<file path="src/rtl/vec_mac_accum.sv">
// vec_mac_accum: sequential multiply-accumulate back end.
// Sums up to 16 unsigned lane products and hands the result downstream.
module vec_mac_accum #(
  parameter int PROD_W = 32,
  parameter int ACC_W  = 40,
  parameter int CNT_W  = 5
) (
  input  logic              clk,
  input  logic              rst_n,
  input  logic              start,
  input  logic [CNT_W-1:0]  vlen,
  input  logic              in_valid,
  output logic              in_ready,
  input  logic [PROD_W-1:0] prod,
  output logic              out_valid,
  input  logic              out_ready,
  output logic [ACC_W-1:0]  acc_out,
  output logic              ovf,
  output logic              busy
);

  typedef enum logic [1:0] {
    S_IDLE,
    S_ACC,
    S_DONE
  } state_t;

  localparam logic [CNT_W-1:0] LEN_MAX = CNT_W'(16);

  state_t             state_q, state_d;
  logic [CNT_W-1:0]   len_q, len_d;
  logic [CNT_W-1:0]   cnt_q, cnt_d;
  logic [ACC_W-1:0]   acc_q, acc_d;
  logic               ovf_q, ovf_d;
  logic               in_ready_q, in_ready_d;
  logic               out_valid_q, out_valid_d;
  logic               busy_q, busy_d;

  logic [CNT_W-1:0]   len_clamp;
  logic [CNT_W-1:0]   cnt_inc;
  logic [ACC_W:0]     sum;

  assign len_clamp = (vlen > LEN_MAX) ? LEN_MAX : vlen;
  assign cnt_inc   = cnt_q + CNT_W'(1);
  // One extra bit catches the carry out of the accumulator.
  assign sum = {1'b0, acc_q}
             + {{(ACC_W + 1 - PROD_W){1'b0}}, prod};

  always_comb begin
    state_d = state_q;
    len_d   = len_q;
    cnt_d   = cnt_q;
    acc_d   = acc_q;
    ovf_d   = ovf_q;
    unique case (state_q)
      S_IDLE: begin
        if (start) begin
          len_d   = len_clamp;
          cnt_d   = '0;
          acc_d   = '0;
          ovf_d   = 1'b0;
          state_d = (len_clamp == '0) ? S_DONE : S_ACC;
        end
      end
      S_ACC: begin
        if (in_valid) begin
          acc_d = sum[ACC_W-1:0];
          ovf_d = ovf_q | sum[ACC_W];
          cnt_d = cnt_inc;
          if (cnt_inc == len_q) begin
            state_d = S_DONE;
          end
        end
      end
      S_DONE: begin
        if (out_ready) begin
          state_d = S_IDLE;
        end
      end
      default: begin
        state_d = S_IDLE;
      end
    endcase
  end

  // Handshake flags are registered from the next state.
  always_comb begin
    in_ready_d  = (state_d == S_ACC);
    out_valid_d = (state_d == S_DONE);
    busy_d      = (state_d != S_IDLE);
  end

  always_ff @(posedge clk) begin
    if (!rst_n) begin
      state_q     <= S_IDLE;
      len_q       <= '0;
      cnt_q       <= '0;
      acc_q       <= '0;
      ovf_q       <= 1'b0;
      in_ready_q  <= 1'b0;
      out_valid_q <= 1'b0;
      busy_q      <= 1'b0;
    end else begin
      state_q     <= state_d;
      len_q       <= len_d;
      cnt_q       <= cnt_d;
      acc_q       <= acc_d;
      ovf_q       <= ovf_d;
      in_ready_q  <= in_ready_d;
      out_valid_q <= out_valid_d;
      busy_q      <= busy_d;
    end
  end

  assign in_ready  = in_ready_q;
  assign out_valid = out_valid_q;
  assign busy      = busy_q;
  assign acc_out   = acc_q;
  assign ovf       = ovf_q;

endmodule

</file>
<file path="config.mk">
export PLATFORM = sky130hd
export DESIGN_NAME = vec_mac_accum
export DESIGN_NICKNAME = d
export VERILOG_FILES = /design/src/rtl/vec_mac_accum.sv
export SDC_FILE = /design/constraint.sdc
export NUM_CORES = 1
export LEC_CHECK = 0
export CORE_AREA = 4 4 85 118
export CTS_CLUSTER_DIAMETER = 50
export DETAILED_ROUTE_END_ITERATION = 8
export DIE_AREA = 0 0 89 122
export DONT_BUFFER_PORTS = 1
export PLACE_DENSITY = 0.61
export SLEW_MARGIN = 10
export SYNTH_ARGS = -nofsm -noshare
export SYNTH_HDL_FRONTEND = slang
export SYNTH_SLANG_ARGS = --single-unit
</file>
<file path="constraint.sdc">
create_clock -name clk -period 5.4 [get_ports clk]
set_input_delay 1.08 -clock clk [delete_from_list [all_inputs] [get_ports clk]]
set_output_delay 1.08 -clock clk [all_outputs]
set_load 0.02 [all_outputs]
</file>
# Yosys cells after proc, flatten, opt, wreduce, memory -nomap -nowiden
# Index checks and enable logic that the tools add are counted.
# totals
in_bits	42
ram_bits	0
reg_bits	56
out_inout_bits	44
latch_bits	0
mem_count	0
mem_bits_ro	0
# op_classes
shifts	0
eq_ne	7
reduce_logical	6
n_lt_le_gt_ge	1
div_mod_pow	0
bitwise	1
mux	16
n_addsub	2
multipliers	0
# op_table
cell	n
$mux W40	2
$pmux W40 S2	1
$add A40 B32 Y41	1
$mux W5	3
$mux W2	5
$pmux W5 S2	1
$pmux W2 S3	1
$add A5 B1 Y5 const B	1
$eq A5 B5 Y1	1
$gt A5 B5 Y1 const B	1
$logic_not A5 Y1	1
$eq A2 B1 Y1 const B	2
$eq A2 B2 Y1 const B	2
$ne A2 B2 Y1 const B	2
$reduce_bool A2 Y1	2
$reduce_and A3 Y1	1
$logic_not A2 Y1	1
$mux W1	2
$pmux W1 S2	1
$reduce_and A2 Y1	1
$or A1 B1 Y1	1

# Depth between registers and ports, before layout
# logic_depth
ltp_word	7
mapped_depth	11
depth_no_buf	11

# Worst setup path before layout
# No wires, ideal clock.
# synth_path
path_type	input to register
from	input port prod[0]
to	register acc_q[24] (netlist: acc_out[24])
required_time_ps	5338
path_slack_ps	1978
arrival_ps	3360
n_path_buf	0
setup_ps	62
cell_stages	11
path_cell_list	ha_1 fa_1 a21oi_1 o21ai_1 a21oi_1 o22ai_1 a41oi_2 a32o_2 o21ai_0 or3_1 nand3_1
# synth_via
elab_chain_cells	3
# synth_rtl
item	line	source
start: declaration	14	input logic [PROD_W-1:0] prod,
$add A40 B32 Y41	47	+ {{(ACC_W + 1 - PROD_W){1'b0}}, prod};
$mux W40	66	if (in_valid) begin
$pmux W40 S2	55	unique case (state_q)
end signal: assignment	98	acc_q <= '0;
end signal: assignment	107	acc_q <= acc_d;
end: declaration	33	logic [ACC_W-1:0] acc_q, acc_d;
# Every way passes these cells. The select of a mux whose other input is x is not followed.
# A chain may end at the register's enable or synchronous reset.

# Worst setup path in the final report
# Same ends and word-level chain as after synthesis.

==> impl_metrics.env <==
export IMPL_cp_data_arrival_time_ns=3.74
export IMPL_rows=41
export IMPL_clock_skew_final_ns=0.00498
export IMPL_final_cell_mix="a21oi_1, nand2_1, dfxtp_1, ha_1, nor2_1"
export IMPL_worstPathCellList="ha_1, fa_1, a21oi_1, o21ai_1, a21oi_1, o22ai_1, a41oi_2, a32o_2, o21ai_0, or3_1, nand3_1"
export IMPL_setup_slack_ns=1.89
export IMPL_syn2layout_area_growth_pct=4.97
export IMPL_clk_pin_slew_ns=0.07
export IMPL_syn_area_mm2=0.00395
export IMPL_rsz0062_at_grt="no"
export IMPL_setup_viol=0
export IMPL_setup_tns_ns=0
export IMPL_p_comb_frac=0.240
export IMPL_max_cap_viol_count=0
export IMPL_ioPinCount=86
export IMPL_cts_buffer_depth=2
export IMPL_clk_latency_ns=0.29
export IMPL_startpoint_type="input pin"
export IMPL_crit_required_ns=5.63
export IMPL_synth_cell_type_count=65
export IMPL_fin_hold_ws_ns=0.486
export IMPL_cts_tree="yes"
export IMPL_vias=3596
export IMPL_leakagePower_nw=1.63
export IMPL_ys_ff_latch=56
export IMPL_hpwl_um=7850
export IMPL_yosys_area_top_type="dfxtp_1"
export IMPL_antenna_found_initial=0
export IMPL_ys_top_cells_by_area="dfxtp_1, ha_1, a21oi_1, nand2_1, xor2_1"
export IMPL_p_clk_frac=0.309
export IMPL_status="finished, final reports clean"
export IMPL_cts_buffers=5
export IMPL_postCtsSetupBuffers=0
export IMPL_antenna_cells=0
export IMPL_timing_fmax_ghz=0.285
export IMPL_swShare=0.333
export IMPL_p_switching_uw=352
export IMPL_cts_hold_buf=0
export IMPL_grt_pass1_vias=3593
export IMPL_core_area_mm2=0.00898
export IMPL_final_nets=566
export IMPL_place_area_mm2=0.00401
export IMPL_grt_overflow=0
export IMPL_avgRoutedWirePerCell_um=17.0
export IMPL_slew_viol_final=0
export IMPL_detail_route_antenna_nets=0
export IMPL_hold_viol_final=0
export IMPL_finalInstanceArea_mm2=0.00415
export IMPL_drt_first_pass_iters=4
export IMPL_synth_xor_area_share=0.0753
export IMPL_place_congestion=0.911
export IMPL_yosys_area_share_simple=0.230
export IMPL_drc_errors=0
export IMPL_slew_headroom=0.554
export IMPL_final_common_cell="a21oi_1"
export IMPL_yosysWarnings=0
export IMPL_worst_pin_slew_ns=0.667
export IMPL_cpMostUsedCell="a21oi_1"
export IMPL_synthMuxAreaShare=0.00506
export IMPL_final_util=0.462
export IMPL_design_die_area_mm2=0.0109
export IMPL_ys_async_sr_fraction=0
export IMPL_grt_pass1_wl_um=16500
export IMPL_die_y_um=122
export IMPL_peakVddDrop_mv=0.173
export IMPL_p_int_uw=706
export IMPL_dp_cells=590
export IMPL_critPathMaxStageDelay_ns=0.40
export IMPL_synth_compound_area_frac=0.257
export IMPL_hold_path_class="flop to flop"
export IMPL_fillers=886
export IMPL_grt_max_degree=32
export IMPL_synth_fa_ha_area_frac=0.109
export IMPL_cts_sinks=56
export IMPL_ys_seq_area_frac=0.284
export IMPL_via_per_inst=6.01
export IMPL_crit_path_max_fanout=8
export IMPL_syn_inst=499
export IMPL_initial_core_util=0.440
export IMPL_avgSynthCellArea_um2=7.92
export IMPL_synth_nets=575
export IMPL_seq_power_share=0.451
export IMPL_fin_crit_ns=3.51
export IMPL_post_route_period_util=0.649
export IMPL_power_density_mw_per_mm2=255
export IMPL_htree_levels=2
export IMPL_grt_total_usage=0.189
export IMPL_postCtsResizedCells=0
export IMPL_yosys_most_used_dff="dfxtp_1"
export IMPL_die_w_um=89
export IMPL_drive_gt1_frac=0.0489
export IMPL_drt_iter0_markers=107
export IMPL_io_buffers=0
export IMPL_critical_path_class="input pin to flop"
export IMPL_fin_cells=598
export IMPL_fin_total_pwr_mw=1.06
export IMPL_synth_top_family_by_area="compound AO/OA/AOI/OAI gates"
export IMPL_crit_slowest_cell="fa_1"
export IMPL_end_kind="flop"
export IMPL_synth_edf_count=0
export IMPL_cts_root_buf="clkbuf_16"
export IMPL_yosysTopAreaCellShare=0.284
export IMPL_drt_total_wl_um=10200
export IMPL_post_place_ws_ns=1.58
-- worst max-delay path, delay by kind of cell --
family	cells	cell delay [ns]
AND/OR/NAND/NOR	2	0.42
AO/OA/AOI/OAI	7	1.65
adder cells (fa/ha/maj)	2	0.60
-- sequential cells by signal (all words and copies together), names as in the netlist --
signal / cells
ovf: 1
busy: 1
cnt_q: 5
len_q: 5
state_q: 2
acc_out: 40
out_valid: 1
in_ready: 1
-- cells by family (layout without fill, tap and decap cells) --
group / Yosys count / count (layout)
flip-flops: 56 / 56
buffers and inverters: 33 / 25
adder cells (fa/ha/maj): 34 / 34
XOR/XNOR: 34 / 34
AO/OA/AOI/OAI: 158 / 158
multiplexers: 2 / 2
AND/OR/NAND/NOR: 182 / 182
-- power groups by stage --
stage	logic [mW]	registers, mW	clock network (mW)
global route	0.286	0.481	0.359
floorplan	0.208	0.481	0
detailed placement	0.252	0.488	0
CTS	0.254	0.478	0.339
global placement	0.249	0.487	0
finish	0.254	0.477	0.327
-- per-layer routing --
layer,vias to the layer above,wire (um),global-route usage
li1,1801,-,-
met1,1685,4000,0.205
met2,95,5400,0.355
met3,15,581,0.0372
met4,0,182,0.0633
met5,-,0,0
-- path summary, 6_finish.rpt --
check | from | cells past startpoint | slack (ns) | endpoint
setup / recovery | prod[0] | 11 | 1.89 | acc_out[24]
hold / removal | len_q[4] | 2 | 0.49 | len_q[4]
setup reg to reg | acc_out[0] | 11 | 2.25 | acc_out[24]
hold reg to reg | len_q[4] | 2 | 0.49 | len_q[4]
-- cell type report --
cell class | instances | area (um^2) | area share
inverter | 15 | 56.3 | 0.0136
sequential | 56 | 1120 | 0.270
timing repair buffer | 2 | 15.0 | 0.00362
clock inverter | 2 | 16.3 | 0.00392
tap | 107 | 134 | 0.0323
multi-input combinational | 410 | 2680 | 0.645
clock buffer | 6 | 129 | 0.0311
-- synth_stat cells (3+ instances only) --
master    number
nor2b_1       16
buf_6          3
and3_1         8
nand2b_1       4
nand3_1       16
a21oi_1       60
inv_1         15
a31o_2         3
a21boi_0       7
nor3_1         6
dfxtp_1       56
clkbuf_1      13
ha_1          33
xor2_1        18
and2_1         6
o21a_1         4
or3_1          7
nand4_1        8
xnor2_1       16
and4_1         3
a21o_1         7
o21bai_1       4
a22oi_1        9
nor3b_1        6
nor2_1        31
o22ai_1        5
nand2_1       59
o21ai_0       28
(Power assumes the default switching activity.)
